==> config.mk <==
export PLATFORM = sky130hd
export DESIGN_NAME = exc_ctrl
export DESIGN_NICKNAME = d
export VERILOG_FILES = /design/src/rtl/exc_ctrl.sv
export SDC_FILE = /design/constraint.sdc
export NUM_CORES = 1
export LEC_CHECK = 0
export ABC_AREA = 1
export BUFFER_PORTS_ARGS = -buffer_cell sky130_fd_sc_hd__buf_4
export CAP_MARGIN = 20
export CORE_ASPECT_RATIO = 0.6
export CORE_UTILIZATION = 40
export DETAILED_ROUTE_END_ITERATION = 8
export SLEW_MARGIN = 20
export SYNTH_ARGS = -nofsm -noshare
export SYNTH_HDL_FRONTEND = slang
export SYNTH_SLANG_ARGS = --single-unit
==> constraint.sdc <==
create_clock -name clk -period 2 [get_ports clk]
set_clock_uncertainty 0.15 [all_clocks]
set_input_delay 0 -clock clk [delete_from_list [all_inputs] [get_ports clk]]
set_output_delay 0 -clock clk [all_outputs]
set_load 0.05 [all_outputs]
==> src/rtl/exc_ctrl.sv <==
// MEM-stage exception/flush sequencer.
// Drives CP0 exception/eret strobes, pipeline flush and fetch redirect.
module exc_ctrl #(
   parameter logic [31:0] EXC_VECTOR = 32'hBFC00380,
   parameter int          IDX_W      = 2
) (
   input  logic        clk,
   input  logic        rst,
   input  logic        mem_valid,
   input  logic [31:0] mem_pc,
   input  logic        mem_bd,
   input  logic        mem_eret,
   input  logic        exc_if_adel,
   input  logic        exc_ri,
   input  logic        exc_ov,
   input  logic        exc_sys,
   input  logic        exc_bp,
   input  logic        exc_adel,
   input  logic        exc_ades,
   input  logic [31:0] mem_addr,
   input  logic        interrupt,
   input  logic [31:0] epc,
   input  logic        dbus_busy,
   input  logic        redirect_ready,
   output logic        cp0_exc,
   output logic [4:0]  cp0_excode,
   output logic [31:0] cp0_badvaddr,
   output logic [31:0] cp0_pc,
   output logic        cp0_bd,
   output logic        cp0_eret_flush,
   output logic        stall_req,
   output logic        flush,
   output logic        redirect_valid,
   output logic [31:0] redirect_pc
);

   typedef enum logic [IDX_W-1:0] {
      IDLE,
      DRAIN,
      ISSUE,
      REDIRECT
   } state_t;

   state_t      state;

   logic        any_exc;
   logic        evt;

   logic        dec_eret;
   logic [4:0]  dec_code;
   logic [31:0] dec_bva;

   logic        cap_eret;
   logic [4:0]  cap_code;
   logic [31:0] cap_bva;
   logic [31:0] cap_pc;
   logic        cap_bd;

   logic        iss_eret;
   logic [4:0]  iss_code;
   logic [31:0] iss_bva;
   logic [31:0] iss_pc;
   logic        iss_bd;

   assign any_exc = exc_if_adel | exc_ri | exc_ov | exc_sys |
                    exc_bp | exc_adel | exc_ades;
   assign evt     = mem_valid & (interrupt | any_exc | mem_eret);

   // Priority encode the highest-ranked cause; eret only when nothing else.
   always_comb begin
      dec_eret = 1'b0;
      dec_code = 5'h00;
      dec_bva  = 32'h0;
      if (interrupt) begin
         dec_code = 5'h00;
      end else if (exc_if_adel) begin
         dec_code = 5'h04;
         dec_bva  = mem_pc;
      end else if (exc_ri) begin
         dec_code = 5'h0A;
      end else if (exc_ov) begin
         dec_code = 5'h0C;
      end else if (exc_sys) begin
         dec_code = 5'h08;
      end else if (exc_bp) begin
         dec_code = 5'h09;
      end else if (exc_adel) begin
         dec_code = 5'h04;
         dec_bva  = mem_addr;
      end else if (exc_ades) begin
         dec_code = 5'h05;
         dec_bva  = mem_addr;
      end else begin
         dec_eret = 1'b1;
      end
   end

   // Values to publish on ISSUE: live decode when coming straight from
   // IDLE, the frozen capture when coming out of DRAIN.
   always_comb begin
      iss_eret = cap_eret;
      iss_code = cap_code;
      iss_bva  = cap_bva;
      iss_pc   = cap_pc;
      iss_bd   = cap_bd;
      if (state == IDLE) begin
         iss_eret = dec_eret;
         iss_code = dec_code;
         iss_bva  = dec_bva;
         iss_pc   = mem_pc;
         iss_bd   = mem_bd;
      end
   end

   // Stall request: immediate on an event in IDLE, held through DRAIN/ISSUE.
   always_comb begin
      stall_req = 1'b0;
      if (rst) begin
         unique case (state)
            IDLE:     stall_req = evt;
            DRAIN:    stall_req = 1'b1;
            ISSUE:    stall_req = 1'b1;
            REDIRECT: stall_req = 1'b0;
            default:  stall_req = 1'b0;
         endcase
      end
   end

   // Sequencer FSM with registered strobes and data outputs.
   always_ff @(posedge clk or negedge rst) begin
      if (!rst) begin
         state          <= IDLE;
         cap_eret       <= 1'b0;
         cap_code       <= 5'h00;
         cap_bva        <= 32'h0;
         cap_pc         <= 32'h0;
         cap_bd         <= 1'b0;
         cp0_exc        <= 1'b0;
         cp0_eret_flush <= 1'b0;
         cp0_excode     <= 5'h00;
         cp0_badvaddr   <= 32'h0;
         cp0_pc         <= 32'h0;
         cp0_bd         <= 1'b0;
         flush          <= 1'b0;
         redirect_valid <= 1'b0;
         redirect_pc    <= 32'h0;
      end else begin
         cp0_exc        <= 1'b0;
         cp0_eret_flush <= 1'b0;
         unique case (state)
            IDLE: begin
               if (evt) begin
                  cap_eret <= dec_eret;
                  cap_code <= dec_code;
                  cap_bva  <= dec_bva;
                  cap_pc   <= mem_pc;
                  cap_bd   <= mem_bd;
                  if (dbus_busy) begin
                     state <= DRAIN;
                  end else begin
                     state          <= ISSUE;
                     flush          <= 1'b1;
                     cp0_exc        <= ~iss_eret;
                     cp0_eret_flush <= iss_eret;
                     cp0_excode     <= iss_code;
                     cp0_badvaddr   <= iss_bva;
                     cp0_pc         <= iss_pc;
                     cp0_bd         <= iss_bd;
                  end
               end
            end
            DRAIN: begin
               if (!dbus_busy) begin
                  state          <= ISSUE;
                  flush          <= 1'b1;
                  cp0_exc        <= ~iss_eret;
                  cp0_eret_flush <= iss_eret;
                  cp0_excode     <= iss_code;
                  cp0_badvaddr   <= iss_bva;
                  cp0_pc         <= iss_pc;
                  cp0_bd         <= iss_bd;
               end
            end
            ISSUE: begin
               state          <= REDIRECT;
               redirect_valid <= 1'b1;
               redirect_pc    <= cap_eret ? epc : EXC_VECTOR;
            end
            REDIRECT: begin
               if (redirect_ready) begin
                  state          <= IDLE;
                  redirect_valid <= 1'b0;
                  flush          <= 1'b0;
               end
            end
            default: begin
               state <= IDLE;
            end
         endcase
      end
   end

endmodule

==> impl_metrics.py <==
metrics = {
    "floorplan": {
        "coreArea_mm2": 0.0202,
        "rows": 40,
        "initial_core_util_pct": 41.4,
        "pin_count": 218,
        "die_y_um": 114,
        "die_w_um": 189,
        "dieArea_mm2": 0.0215,
    },
    "synthesis": {
        "synth_nets": 1092,
        "ys_ff_latch": 177,
        "synthSimpleGateAreaFrac_pct": 26.6,
        "synth.area.mux_share_pct": 2.75,
        "ys_seq_area_share_pct": 53.0,
        "synth-xor-area-share_pct": 0,
        "netlist_instances": 977,
        "avgSynthCellArea_um2": 8.56,
        "synth_compound_area_share_pct": 11.0,
        "synth_top_family_by_area": "simple AND/OR/NAND/NOR gates",
        "yosysWarningCount": 0,
        "syn_area_mm2": 0.00836,
        "yosys.area_share.adder_pct": 0.599,
        "synth_cell_types": 33,
    },
    "global_routing": {
        "grt_max_degree": 74,
        "grt-ovfl-total": 0,
        "antenna_found_initial": 1,
        "grt_pass1_vias": 7689,
        "track_usage_pct": 24.7,
        "grt_pass1_wl_mm": 40.9,
    },
    "timing": {
        "worstMarginPinSlew_ns": 0.650,
        "fin_crit_sh_pct": 95.7,
        "setup_viol": 0,
        "tns_ns": 0,
        "slew_violations": 0,
        "period_needed_ns": 1.91,
        "max-slew-margin-rel_pct": 56.6,
        "hold_viol_final": 0,
        "fmax_ghz": 0.522,
        "fin_ws_ns": 0.0861,
        "hold-worst-slack_ns": 0.0306,
    },
    "worst_setup_path": {
        "cpLargestDelayFamily": "buffers and inverters",
        "crit_path_start_kind": "flop",
        "worstSetupPathType": "reg -> out",
        "slowest_stage": "dfrtp_1",
        "cp_data_arrival_time_ns": 1.76,
        "endpoint_kind": "primary output",
        "crit_required_ns": 1.85,
        "critical-path-max-stage-delay_ns": 0.39,
        "path_max_fanout": 16,
        "crit_chain": "inv_2 > ha_4 > inv_4 > buf_16 > nand2_4 > a21boi_2 > buf_6",
        "crit_buf_inv": 4,
    },
    "clock_tree": {
        "clockBufferDepth": 2,
        "cts-root-buf": "clkbuf_16",
        "cts_tree": "built",
        "clk_pin_slew_ns": 0.06,
        "cts_num_sinks": 177,
        "cts_buffers": 17,
        "cts.htree.levels": 4,
        "insertion_delay_ns": 0.43,
    },
    "job": {
        "cap_viol_max_count": 0,
    },
    "cells_and_area": {
        "multi_input_area_mm2": 0.00352,
        "nets": 1421,
        "fillers": 1780,
        "register_area_mm2": 0.00443,
        "drive_gt1_share_pct": 28.1,
        "areaGrowthSynthToFinish_pct": 49.5,
        "design_area_mm2": 0.0125,
    },
    "min_path": {
        "hp-class": "in -> async",
    },
    "detailed_routing": {
        "avgRoutedWirePerCell_um": 16.9,
        "via_per_inst": 4.89,
        "drc": 0,
        "wl_mm": 27.0,
        "via_count": 7781,
        "drt_pass1_iterations": 5,
        "ant_nets": 0,
        "drtIter0Drc": 479,
    },
    "placed_design": {
        "gp_congestion": 0.792,
        "portBuffers": 216,
        "post-place-ws_ns": -0.282,
        "hpwl_mm": 15.7,
        "placed_area_mm2": 0.0104,
    },
    "power": {
        "vdd_ir_drop_max_v": 0.000783,
        "power.leakage_nw": 6.35,
        "power.density_mw_per_mm2": 1470,
        "total_power_mw": 18.4,
    },
    "status": {
        "status": "finished clean",
    },
}
## metrics by stage
stage | util, % | std cells
after detailed placement | 51.2 | 1426
after global placement | 51.2 | 1426
after CTS | 60.5 | 1577
final | 61.8 | 1592
after global routing | 61.8 | 1592
after floorplan | - | 977
## report_power, final
part	total, mW	switching [mW]	internal [mW]
clock network	3.43	1.42	2.02
registers	5.57	0.742	4.83
logic	9.38	5.99	3.39
total	18.4	8.15	10.2
## cell type report
cell class / count / share of cell area (%)
diodes: 1 / 0.0200
clock buffers: 21 / 3.68
clock inverters: 10 / 1.08
inverters: 32 / 0.981
multi-input cells: 703 / 28.2
flip-flops and latches: 177 / 35.4
well taps: 273 / 2.73
repair buffers: 375 / 27.9
## what timing repair did
| action | CTS | global route |
|---|---|---|
| setup buffers | 5 | 7 |
| hold endpoints to repair | 354 | 0 |
| cloned | 1 | 7 |
| resized for setup | 10 | 6 |
| pin swaps | 2 | 3 |
| hold buffers | 114 | 0 |
| endpoints found under the setup margin | 34 | 106 |
## per-layer routing
metal	vias up	share of wire (%)	track usage, %
li1	3818	-	-
met1	3683	49	35.3
met2	255	42	36.4
met3	25	7.1	7.48
met4	0	1.3	6.29
met5	-	0	0
## state kept, by name, indices dropped and copies added (netlist names), 2 cells and up
signal        cells
cap_code          4
cp0_pc           32
cap_bva          32
cap_pc           32
state             2
cp0_excode        4
cp0_badvaddr     32
redirect_pc      32
## placed cells by master, fill, tap and decap left out, drive strengths merged, types with 20 or more instances in the layout
| cell | n |
|---|---|
| buf | 254 |
| nand2 | 450 |
| nand3 | 69 |
| dfrtp | 177 |
| mux2i | 23 |
| clkbuf | 29 |
| a22o | 20 |
| dlygate4sd3 | 113 |
| o21ai | 103 |
| inv | 32 |
## cell usage after synthesis, drive strengths merged
master / instances / area share, %
o22a: 12 / 1.3
nand4: 1 / 0.075
or2: 1 / 0.075
a21boi: 2 / 0.22
ha: 4 / 0.60
o21ai: 103 / 7.1
nand3: 69 / 4.1
o21a: 1 / 0.090
nor2: 11 / 0.61
nand2: 450 / 22
a21oi: 3 / 0.22
mux2i: 23 / 2.8
a22o: 20 / 2.1
conb: 1 / 0.045
inv: 32 / 1.4
nor3: 1 / 0.12
buf: 35 / 3.2
clkbuf: 31 / 1.4
dfrtp: 177 / 53
## worst reg2reg max path, cell delays in order (launching register included)
cell and delay [ns]:
dfrtp_1 0.38, inv_1 0.12, ha_4 0.20, buf_16 0.17
nand3_4 0.10, buf_4 0.21, inv_2 0.11, buf_12 0.20
nand2_1 0.07, o21ai_1 0.07
## cells by family (layout without fill, tap and decap cells)
kind of cell | after synthesis | in the layout
AO/OA/AOI/OAI | 141 | 142
flip-flops | 177 | 177
multiplexers | 23 | 23
buffers and inverters | 98 | 438
other | 1 | 2
adder cells (fa/ha/maj) | 4 | 4
AND/OR/NAND/NOR | 533 | 533
## path summary, 6_finish.rpt
kind                                      start                      endpoint  slack, ns  cells after the start
setup / recovery           state[0]$_DFFE_PN0P_                     stall_req       0.09                      7
hold / removal                              rst  cp0_badvaddr[27]$_DFFE_PN0P_       0.03                      3
setup reg to reg           state[1]$_DFFE_PN0P_        cap_pc[22]$_DFFE_PN0P_       0.14                      9
hold reg to reg              cap_bd$_DFFE_PN0P_            cap_bd$_DFFE_PN0P_       0.33                      2
max in group asynchronous                   rst        cap_bva[4]$_DFFE_PN0P_       0.96                      4
min in group clk                    exc_if_adel       cap_bva[27]$_DFFE_PN0P_       0.09                      7
Note: power is estimated with default switching activity, not from simulation.
